### src/rtl/pack32_pkg.sv
// Shared types and helpers for the byte-to-word packer.
// Lane mapping follows the byte-lane memory's address-0 lane.
package pack32_pkg;

  localparam int BYTE_W         = 8;
  localparam int WORD_W         = 32;
  localparam int BYTES_PER_WORD = 4;

  typedef enum logic [1:0] {
    S0 = 2'd0,
    S1 = 2'd1,
    S2 = 2'd2,
    S3 = 2'd3
  } fill_e;

  // Byte lane written in a given fill state.
  function automatic logic [1:0] lane(
    input fill_e st,
    input bit    msb_first
  );
    logic [1:0] s;
    s = st;
    return msb_first ? (2'd3 - s) : s;
  endfunction

endpackage

### src/rtl/byte_pack32.sv
// Packs a valid/ready byte stream into registered 32-bit words.
// Define PACK32_FLUSH_EN to add flush/out_bytes for partial words.
module byte_pack32
  import pack32_pkg::*;
#(
  parameter bit MSB_FIRST = 1'b1
) (
  input  logic              clk,
  input  logic              rst,
  input  logic              in_valid,
  input  logic [BYTE_W-1:0] in_data,
  output logic              in_ready,
  output logic              out_valid,
  output logic [WORD_W-1:0] out_data,
  input  logic              out_ready,
  output logic [15:0]       word_cnt
`ifdef PACK32_FLUSH_EN
  ,
  input  logic              flush,
  output logic [2:0]        out_bytes
`endif
);

  fill_e             state_q, state_d;
  fill_e             nxt_state;
  logic [WORD_W-1:0] acc_q, acc_d;
  logic [WORD_W-1:0] acc_w, nxt_acc;
  logic [WORD_W-1:0] out_q, out_d;
  logic              out_valid_q, out_valid_d;
  logic [15:0]       cnt_q, cnt_d;
  logic [4:0]        sh;
  logic              byte_fire;
  logic              word_fire;
  logic              out_free;
  logic              last_byte;
  logic              pend;

`ifdef PACK32_FLUSH_EN
  logic       pend_q, pend_d;
  logic       flush_now;
  logic [2:0] bytes_q, bytes_d;
  assign pend = pend_q;
`else
  assign pend = 1'b0;
`endif

  assign sh    = {lane(state_q, MSB_FIRST), 3'b000};
  assign acc_w = acc_q | (WORD_W'(in_data) << sh);

  always_comb begin
    out_free  = !out_valid_q || out_ready;
    last_byte = (state_q == S3);
    in_ready  = !rst && !pend
             && (!last_byte || out_free);
    byte_fire = in_valid && in_ready;
    word_fire = out_valid_q && out_ready;

    nxt_state = byte_fire
              ? fill_e'(2'(state_q) + 2'd1)
              : state_q;
    nxt_acc   = byte_fire ? acc_w : acc_q;

    state_d     = nxt_state;
    acc_d       = nxt_acc;
    out_d       = out_q;
    out_valid_d = out_valid_q && !out_ready;
    cnt_d       = cnt_q + 16'(word_fire);
`ifdef PACK32_FLUSH_EN
    bytes_d     = bytes_q;
    pend_d      = pend_q;
`endif

    if (byte_fire && last_byte) begin
      out_d       = acc_w;
      out_valid_d = 1'b1;
      acc_d       = '0;
`ifdef PACK32_FLUSH_EN
      bytes_d     = 3'd4;
`endif
    end

`ifdef PACK32_FLUSH_EN
    // A byte at the same edge counts toward the partial word.
    flush_now = pend_q
             || (flush && nxt_state != S0);
    if (flush_now) begin
      if (out_free) begin
        out_d       = nxt_acc;
        out_valid_d = 1'b1;
        bytes_d     = {1'b0, 2'(nxt_state)};
        state_d     = S0;
        acc_d       = '0;
        pend_d      = 1'b0;
      end else begin
        pend_d      = 1'b1;
      end
    end
`endif
  end

  always_ff @(posedge clk) begin
    if (rst) begin
      state_q     <= S0;
      acc_q       <= '0;
      out_q       <= '0;
      out_valid_q <= 1'b0;
      cnt_q       <= '0;
`ifdef PACK32_FLUSH_EN
      pend_q      <= 1'b0;
      bytes_q     <= '0;
`endif
    end else begin
      state_q     <= state_d;
      acc_q       <= acc_d;
      out_q       <= out_d;
      out_valid_q <= out_valid_d;
      cnt_q       <= cnt_d;
`ifdef PACK32_FLUSH_EN
      pend_q      <= pend_d;
      bytes_q     <= bytes_d;
`endif
    end
  end

  assign out_valid = out_valid_q;
  assign out_data  = out_q;
  assign word_cnt  = cnt_q;
`ifdef PACK32_FLUSH_EN
  assign out_bytes = bytes_q;
`endif

endmodule
### config.mk
export PLATFORM = sky130hd
export DESIGN_NAME = byte_pack32
export DESIGN_NICKNAME = d
export VERILOG_FILES = /design/src/rtl/pack32_pkg.sv /design/src/rtl/byte_pack32.sv
export SDC_FILE = /design/constraint.sdc
export NUM_CORES = 1
export LEC_CHECK = 0
export ABC_AREA = 1
export CORE_ASPECT_RATIO = 1.25
export CORE_MARGIN = 2
export CORE_UTILIZATION = 54
export CTS_BUF_LIST = sky130_fd_sc_hd__clkbuf_2
export DETAILED_ROUTE_END_ITERATION = 10
export PLACE_DENSITY = 0.82
export SLEW_MARGIN = 20
export SYNTH_ARGS = -nofsm -noshare
export SYNTH_HDL_FRONTEND = slang
export SYNTH_SLANG_ARGS = --single-unit
### constraint.sdc
create_clock -name clk -period 2.3 [get_ports clk]
set_clock_uncertainty 0.15 [all_clocks]
set_input_delay 0.46 -clock clk [delete_from_list [all_inputs] [get_ports clk]]
set_output_delay 0.46 -clock clk [all_outputs]
set_load 0.01 [all_outputs]
### Word-level counts from Yosys, hierarchy flattened

Cells that the tools add are included.

| storage, ports and cells | value |
|---|---|
| register bits after elaboration | 83 |
| bits in latches | 0 |
| bits in writable memories | 0 |
| memory bits (read-only) | 0 |
| output and inout bits | 50 |
| memories | 0 |

| cells by class | value |
|---|---|
| add/sub/neg operators | 3 |
| multiply operators | 0 |
| div/mod/pow operators | 0 |
| $lt $le $gt $ge | 0 |
| equality and inequality tests | 1 |
| shifts and indexed selects | 1 |
| multiplexer cells | 1 |
| bitwise operators | 1 |
| reduce and logical (&&, ||, !) cells | 12 |

Operators by type and width:

| kind | count |
|---|---|
| $or 32x32->32 | 1 |
| $shl 8x5->32 | 1 |
| $add 16x1->16 | 1 |
| $logic_and 1x1->1 | 5 |
| $logic_not 1->1 | 4 |
| $add 2x1->2 const B | 1 |
| $eq 2x2->1 const B | 1 |
| $logic_or 1x1->1 | 2 |
| $reduce_or 2->1 | 1 |
| $sub 2x2->2 const A | 1 |
| $mux 1 | 1 |

### Depth between registers and ports, before layout

Gate-level depths: netlist of run 1.

| depth | value |
|---|---|
| depth in word-level cells | 7 |
| depth in mapped cells | 10 |
| gate-level depth less buffers | 10 |

### Worst setup path after synthesis of run 1

Ideal clock, no wire load.

| timing path | value |
|---|---|
| path kind | input to register |
| start | input port out_ready |
| end | register cnt_q[12], in the netlist word_cnt[12] |
| data arrival time | 1.483 ns |
| data required time | 2.037 ns |
| path slack | 0.554 ns |
| stages on the path | 9 |
| cells stage by stage | nand2_1 -> inv_1 -> ha_1 -> ha_1 -> nand3_1 -> nor2_1 -> nand3_1 -> nor2_1 -> nor2_1 |

| between the ends | value |
|---|---|
| longest elaborated chain between the ends | 2 |

RTL lines:

| item | line | text |
|---|---|---|
| from (decl) | byte_pack32.sv:15 | `input logic out_ready,` |
| $logic_and 1x1->1 | byte_pack32.sv:56 | `word_fire = out_valid_q && out_ready;` |
| $add 16x1->16 | byte_pack32.sv:67 | `cnt_d = cnt_q + 16'(word_fire);` |
| to (signal assigned) | byte_pack32.sv:117 | `cnt_q <= cnt_d;` |
| to (decl) | byte_pack32.sv:30 | `logic [15:0] cnt_q, cnt_d;` |

Every way passes these cells.
A chain may end at the register's enable or synchronous reset.

### Worst setup path after layout of run 1

| timing path | value |
|---|---|
| start | register state_q[1] |
| end | output port in_ready |

| between the ends | value |
|---|---|
| longest elaborated chain between the ends | 4 |

RTL lines:

| item | line | text |
|---|---|---|
| from (decl) | byte_pack32.sv:24 | `fill_e state_q, state_d;` |
| from (signal assigned) | byte_pack32.sv:113 | `state_q <= state_d;` |
| $eq 2x2->1 | byte_pack32.sv:52 | `last_byte = (state_q == S3);` |
| $logic_not 1->1 | byte_pack32.sv:54 | `&& (!last_byte \|\| out_free);` |
| $logic_or 1x1->1 | byte_pack32.sv:54 |  |
| $logic_and 1x1->1 | byte_pack32.sv:54 |  |
| to (decl) | byte_pack32.sv:12 | `output logic in_ready,` |

Every way passes these cells.

==> results of run 1 <==
[registers in the layout, indices dropped and copies added, names as in the netlist]
signal	flops
out_valid	1
acc_q	32
out_data	32
word_cnt	16
state_q	2
[cell type report]
cell class / instances / share of cell area (%)
flip-flops and latches: 83 / 39.8
multi-input cells: 287 / 32.7
repair buffers: 76 / 17.3
inverters: 54 / 4.86
well taps: 85 / 2.55
clock inverters: 6 / 1.53
clock buffers: 10 / 1.20
[stage by stage]
stage,setup slack [ns],hold WS (ns),TNS (ns),area (sq um),util [%]
finish,0.115,0.347,0,4170,68.6
global route,0.00569,0.379,0,4170,68.6
global placement,0.0110,0.298,0,4060,66.7
floorplan,0.554,0.288,0,3340,-
detailed placement,-0.0358,0.305,-0.0358,4060,66.7
CTS,0.105,0.347,0,4170,68.6
[kinds of logic after synthesis]
group,Yosys count,share of synthesized area [%]
adders and majority gates,4,1.50
buffers and inverters,77,9.41
and+or+nand+nor,203,26.8
DFF,83,49.8
AOI/OAI and AO/OA,77,11.7
xor gates and xnor gates,3,0.787
[worst register-to-register path, cell delays in order, from the launching register on]
cell and delay, ns:
dfxtp_1 0.41, nand2_1 0.07, inv_1 0.07, ha_1 0.17, ha_1 0.18, nand3_1 0.11, nor2_1 0.12, buf_4 0.15
nand3_1 0.08, nand2_1 0.07, nand2_1 0.04, nor2_1 0.07
[path summary, 6_finish.rpt]
path                                 start           end  slack, ns  depth (start not counted)
worst min-delay path             acc_q[27]     acc_q[27]       0.35                          2
worst min register to register   acc_q[27]     acc_q[27]       0.35                          2
worst max register to register   out_valid  word_cnt[12]       0.57                         11
worst max-delay path            state_q[1]      in_ready       0.11                          5
[power by group through the flow]
stage | Combinational (mW) | Clock [mW] | Sequential (mW)
floorplan | 0.108 | 0 | 1.50
global placement | 0.177 | 0 | 1.50
detailed placement | 0.181 | 0 | 1.50
CTS | 0.181 | 0.752 | 1.47
global route | 0.203 | 0.825 | 1.48
finish | 0.182 | 0.744 | 1.47
[metal layers]
layer	track usage (%)	vias to the layer above
met1	30.1	1424
met2	41.1	87
met3	4.07	15
met5	0	-
li1	-	1578
met4	11.9	0
[cells in the final DEF (no fill, tap or decap), drive strengths merged, types with 2 or more instances in the layout]
cell	Yosys	layout
a21oi	40	40
buf	20	15
clkbuf	3	10
clkdlybuf4s50	0	60
clkinv	0	3
dfxtp	83	83
ha	4	4
inv	54	55
nand2	31	31
nand3	44	44
nand4	2	2
nor2	91	91
nor3	31	31
nor3b	4	4
o21ai	35	35
xor2	2	2
[timing repair]
action                                  4_1_cts  5_1_grt
gates resized for setup                       3        0
endpoints found under the setup margin        1        0
hold buffers                                  0        0
==> results.json, run 1 <==
{
  "status": "complete, no violations",
  "p_int_mw": 1.79,
  "switching_share_pct": 25.6,
  "viasPerCell": 5.16,
  "cp_data_required_time_ns": 1.69,
  "tightest_slew_ns": 0.476,
  "dieWidth_microns": 74.3,
  "met2_length_mm": 3.76,
  "yosysMostFrequentCell": "nor2_1",
  "cts-root-buf": "clkbuf_2",
  "cts_inserted_buffers": 9,
  "top_layer": "met4",
  "clockBufferDepth": 2,
  "power_frac_clock_pct": 31.0,
  "grt-ovfl-total": 0,
  "grt_pass1_vias": 2941,
  "fp.coreArea_sq_um": 6090,
  "die_y_microns": 91.9,
  "rows": 32,
  "avgSynthCellArea_sq_um": 7.47,
  "p_leak_nw": 1.93,
  "seq_area_frac_synth_pct": 49.8,
  "fmax_mhz": 458,
  "critical_path.startpoint_type": "register",
  "cts_max_level": 3,
  "numClockSinks": 83,
  "synth_edf_count": 0,
  "crit_family": "flip-flops",
  "layoutNonFillerInstCount": 601,
  "p_comb_share_pct": 7.6,
  "synth_ff_type": "dfxtp_1",
  "drc_errors": 0,
  "crit_chain": "ha_2 -> nand3_1 -> nand2_1 -> inv_1 -> dlygate4sd2_1",
  "clk_pin_slew_worst_paths_ns": 0.18,
  "synth_top_area_share_pct": 49.8,
  "grt.total_usage_pct": 24.6,
  "multi_input_area_sq_um": 1370,
  "finalMaxSlewViolations": 0,
  "dr.pass1.iters": 7,
  "drive_gt1_share_pct": 7.36,
  "netlist_area_sq_um": 3340,
  "cpPeakStageDelay_ns": 0.38,
  "place_congestion": 0.899,
  "clk_latency_ns": 0.52,
  "dpl.hpwl_mm": 5.46,
  "antenna_cells": 0,
  "postCtsSetupBuffers": 0,
  "final-setup-viol-count": 0,
  "min_period_ns": 2.19,
  "power_density_nw_per_um2": 575,
  "drt-wirelength-per-cell_microns": 12.7,
  "vias": 3104,
  "grt_max_degree": 33,
  "critPathSlowestCell": "dfxtp_1",
  "syn-num-nets": 463,
  "cp_max_fo": 2,
  "drt_iter0_markers": 154,
  "yosys.area.top_type": "dfxtp_1",
  "drt_wl_total_mm": 7.64,
  "worstSetupEndpointType": "primary output",
  "synth-async-reset-ratio_pct": 0,
  "rsz0062_at_grt": "false",
  "worst-path-buf-inv": 2,
  "fin_crit_sh_pct": 95.0,
  "total_power_mw": 2.40,
  "syn_inst": 447,
  "hold_violations": 0,
  "ios": 62,
  "power_switching_mw": 0.614,
  "max_slew_margin_pct": 68.2,
  "critical_path_class": "register to primary output",
  "yosys-top-cells-area": "dfxtp_1, nor2_1, nand3_1",
  "grt_pass1_wl_mm": 13.1,
  "io_buffers": 61,
  "routed-wl-met3_microns": 412,
  "seqPwrFrac_pct": 61.4,
  "synth.distinct_cells": 21,
  "antenna_found_initial": 0,
  "area_growth_pct": 25.0,
  "yosysWarnings": 0,
  "start_util_pct": 54.9,
  "cp_data_arrival_time_ns": 1.58,
  "yosys-top-cells-count": "nor2_1, dfxtp_1, inv_1, nand3_1, a21oi_1",
  "cts_tree": "done",
  "dp.cells": 585,
  "dieArea_sq_um": 6830,
  "final_nets": 527,
  "hold_class": "register to register",
  "ant_nets": 0,
  "wl_met1_mm": 3.27,
  "num-fill-cells": 543,
  "drv_cap": 0,
  "irDropWorstVdd_mv": 0.406,
  "synth-seq-cells": 83,
  "register_area_sq_um": 1660
}
Power figures use the tool's default switching activity.
==> run 2: changes to the inputs <==
Settings changed: SLEW_MARGIN 20 to default.
==> results of run 2 <==
The final DEF is identical to that of run 1; final timing and power are the same.
==> run 3: changes to the inputs <==
Settings changed: SKIP_LAST_GASP from default to 1.
==> results of run 3 <==
The final DEF is identical to that of run 1; final timing and power are the same.
==> RTL edit 1, RTL diff (flow settings as in run 2) <==
The package constant `WORD_W` goes from 32 to 64.
--- a/src/rtl/pack32_pkg.sv
+++ b/src/rtl/pack32_pkg.sv
@@ -3,7 +3,7 @@
 package pack32_pkg;
 
   localparam int BYTE_W         = 8;
-  localparam int WORD_W         = 32;
+  localparam int WORD_W         = 64;
   localparam int BYTES_PER_WORD = 4;
 
   typedef enum logic [1:0] {
Interface: changed (resized out_data); port bits go from 62 to 94. The function was not compared with the original's and may differ.
==> RTL edit 1 against run 2 <==
- routed wire length is 3.5% higher
- maximum frequency decreased by 0.11%
- final cell count rose by 16%
- sequential cell count is the same
- synthesized area up 13%
- non-clock buffer count down 3
- setup slack got worse by 0.0025 ns
- cell area rose by 8.2%
- total power grew 15%
- clock power is 45% higher
- largest power group unchanged
- highest routed layer unchanged
==> RTL edit 1: results (changes against run 2) <==
status complete, no violations; Clock Path Buffers 2 (unchanged); library cells used by synthesis 23 (+9.5%); Max VDD drop 316 uV (-22%); sequential-to-total area share from yosys stat 0.440 (-0.0579); HP Class reg2reg; slowest stage cell, crit path clkdlybuf4s50_1; Static Leak 2.15 nW (+11%); placed inst area 0.00434 mm2 (+6.9%); Worst path max stage delay 0.57 ns (+0.19 ns); first-pass GRT wire length 12800 um (-2.4%); final net count 619 (+17%); mux share of post-synthesis cell area 0 (unchanged); Layout fillers 618 (+14%); top post-synthesis cells by area dfxtp_1 (44%), nor2_1 (12%), nand2_1 (12%); H-tree level count 3 (unchanged); clk slew on worst S/H paths 0.25 ns (+0.07 ns); drt wl/cell 11.3 um (-11%); Synth Area in Compound Gates 0.0583 (-0.0586); RePlAce Congestion 0.834 (-7.2%); ys async rst share 0 (unchanged); met2 usage 0.359 (-0.0525); IO buf count 61 (unchanged); Initial DRT Pass Iterations 5 (-2); Critical Path AT 1.58 ns (about the same); CTS buffer count 9 (unchanged); largest net degree at the start of global routing 44 (+33%); vias in the first global route 2949 (+0.27%); layout cell share with drive strength beyond 1 0.0542 (-0.0195); worst-path fanout max 6 (+4); Via density 4.78 (-7.4%); Clock Tree Root clkbuf_2; dpl ws -0.0770 ns (-0.0412 ns); Synth Warn # 0 (unchanged); via count 3343 (+7.7%); R2R cell count 10 (-1); hold path depth 2 (unchanged); 1st-iter DRT viols 99 (-36%); GR Util met1 0.245 (-0.0564); antenna diode count 0 (unchanged); Synth Area in XOR/XNOR 0.00464 (-0.00323); dpl cells 683 (+17%); CP delay by family, top buffers and inverters; GRT Total Usage 0.207 (-0.0395); ys flop type dfxtp_1; Mapped Avg Cell Area 6.93 um2 (-7.2%); initial antenna violation count 0 (unchanged); HPWL after DPL 5590 um (+2.5%); Adder-Cell Fraction of Synth Area 0.00994 (-0.00506); Worst-Skew Late Latency 0.54 ns (+0.02 ns); Synth top cells by count nor2_1 (121), nand2_1 (118), dfxtp_1 (83), inv_1 (61), a21oi_1 (39); GR Layer Usage met3 0.0372 (-0.00348)
==> RTL edit 1: cell types whose count changed in the layout (fill, tap and decap cells not counted), moves of 13 or more <==
cell,delta
o21ai_0,-20
nand2_1,+87
conb_1,+32
nor2_1,+30
o21ai_1,-13
nand3_1,-24
==> RTL edit 1: final timing paths <==
| check | startpoint | endpoint | slack [ns] |
|---|---|---|---|
| setup / recovery | word_cnt[9]$_SDFF_PP0_ | word_cnt[9] | 0.11 |
| hold reg to reg | acc_q[13]$_SDFFE_PP0P_ | out_data[13]$_SDFFE_PP0P_ | 0.35 |
| setup reg to reg | out_valid$_SDFF_PP0_ | word_cnt[12]$_SDFF_PP0_ | 0.43 |
| hold / removal | acc_q[13]$_SDFFE_PP0P_ | out_data[13]$_SDFFE_PP0P_ | 0.35 |
==> RTL edit 1: power by group <==
part / total (W) / internal [W] / switching (W)
sequential: 0.00147 / 0.00146 / 0.00000960
clock: 0.00108 / 0.000574 / 0.000506
combinational: 0.000199 / 0.0000627 / 0.000137
total: 0.00275 / 0.00210 / 0.000652
==> RTL edit 1: cell type report <==
type / count / area, um2 / area share
sequential: 83 / 1660 / 0.368
timing repair buffer: 73 / 733 / 0.162
multi-input combinational: 373 / 1580 / 0.350
clock inverter: 7 / 140 / 0.0310
tap: 90 / 113 / 0.0249
inverter: 64 / 241 / 0.0535
clock buffer: 9 / 45.0 / 0.00997
==> RTL edit 1: repair_timing <==
action / CTS / global route
gates resized for setup: 3 / 1
buffers inserted: 0 / 0
endpoints found under the setup margin: 1 / 1
pin swaps: 0 / 0
==> RTL edit 1: per-layer routing <==
metal	wire length [um]	vias to the layer above
met5	0	-
met4	131	0
met3	410	14
met2	4010	96
met1	3360	1508
li1	-	1725
==> RTL edit 2, RTL diff (flow settings as in run 2) <==
Made on the original files. Register the output `word_cnt` once more, cleared by the reset; this adds one clock of latency there. The other outputs are not delayed to match.
--- a/src/rtl/byte_pack32.sv
+++ b/src/rtl/byte_pack32.sv
@@ -124,7 +124,13 @@
 
   assign out_valid = out_valid_q;
   assign out_data  = out_q;
-  assign word_cnt  = cnt_q;
+  always_ff @(posedge clk) begin
+    if (rst) begin
+      word_cnt <= '0;
+    end else begin
+      word_cnt <= cnt_q;
+    end
+  end
 `ifdef PACK32_FLUSH_EN
   assign out_bytes = bytes_q;
 `endif
Check against the original RTL: not equivalent (a bounded check fails within 10 cycles, from zero or initial values and one cycle with rst high).
==> RTL edit 2 against run 2 <==
- synthesized cell count rose by 11%
- total power rose by 11%
- routed wire length rose by 3.1%
- sequential share of layout area rose by 3.5 points
- setup slack got worse by 0.0012 ns
- count of clock-buffer cells in the layout fell by 1
- cell area rose by 9.7%
- sequential cell count rose by 16
- clock power fell by 2%
- register-to-register slack got worse by 0.09 ns
- synthesized area rose by 14%
- largest power group unchanged
==> RTL edit 2: results (changes against run 2) <==
status complete, no violations; Via density 5.10 (-1.3%); clk slew on worst S/H paths 0.25 ns (+0.07 ns); Synth Area in XOR/XNOR 0.00230 (-0.00557); worst-path fanout max 4 (+2); RePlAce Congestion 0.842 (-6.4%); first-pass GRT wire length 13600 um (+4.2%); Adder-Cell Fraction of Synth Area 0.0132 (-0.00184); library cells used by synthesis 24 (+14%); Static Leak 2.06 nW (+6.9%); HP Class reg2reg; syn nets 510 (+10%); slowest stage cell, crit path clkdlybuf4s50_1; GRT Total Usage 0.217 (-0.0296); CP delay by family, top buffers and inverters; Max VDD drop 470 uV (+16%); Worst-Skew Late Latency 0.55 ns (+0.03 ns); top post-synthesis cells by area dfxtp_1 (52%), nor2_1 (10%), inv_1 (6.2%); final net count 569 (+8.0%); sequential-to-total area share from yosys stat 0.521 (+0.0231); Synth Area in Compound Gates 0.109 (-0.00842); layout cell share with drive strength beyond 1 0.0699 (-0.00375); 1st-iter DRT viols 140 (-9.1%); relative slew slack 0.690 (+0.00799); Initial DRT Pass Iterations 4 (-3); drt wl/cell 12.2 um (-4.4%); Synth top cells by count nor2_1 (103), dfxtp_1 (99), inv_1 (63), a21oi_1 (43), nand3_1 (41); dpl ws -0.0270 ns (+0.00877 ns)
RTL edit 2: worst register-to-register path: cells and delay by family (launching register included):
kind	cells	cell delay, ns
AOI/OAI and AO/OA	1	0.16
buffers and inverters	1	0.07
and+or+nand+nor	5	0.57
adders and majority gates	2	0.34
DFF	1	0.47
RTL edit 2: worst paths after layout:
kind,start,endpoint,slack [ns],cells after the start
min reg2reg,cnt_q[0]$_SDFF_PP0_,word_cnt[0]$_SDFF_PP0_,0.32,2
max,out_valid$_SDFF_PP0_,out_valid,0.11,1
min,cnt_q[0]$_SDFF_PP0_,word_cnt[0]$_SDFF_PP0_,0.32,2
max reg2reg,out_valid$_SDFF_PP0_,cnt_q[12]$_SDFF_PP0_,0.48,9
RTL edit 2: stage by stage:
stage	util	std cells	power [W]	instance area [um2]
detailed placement	0.648	632	0.00196	4470
global route	0.664	648	0.00276	4580
finish	0.664	648	0.00266	4580
global placement	0.648	632	0.00196	4470
floorplan	-	494	0.00190	3800
CTS	0.662	648	0.00268	4560
RTL edit 2: area by class of cell:
type	instances	area (um2)
well taps	90	113
repair buffers	73	699
flip-flops and latches	99	1980
inverters	67	251
multi-input cells	303	1440
fillers	604	2310
clock inverters	7	50.0
clock buffers	9	45.0
RTL edit 2: metal layers:
layer	global-route usage	wire, um	part of all wire
met1	0.260	3360	0.43
met3	0.0370	398	0.051
met2	0.375	3960	0.50
met4	0.0968	151	0.019
met5	0	0	0
RTL edit 2: power by group:
group | switching [W] | internal [W] | total, W
Combinational | 0.000115 | 0.0000666 | 0.000182
Sequential | 0.0000119 | 0.00174 | 0.00175
Clock | 0.000581 | 0.000147 | 0.000727
RTL edit 2: timing repair:
action	4_1_cts	5_1_grt
setup endpoints to repair	1	1
setup buffers	0	0
gates resized for setup	3	3
pin swaps	0	1
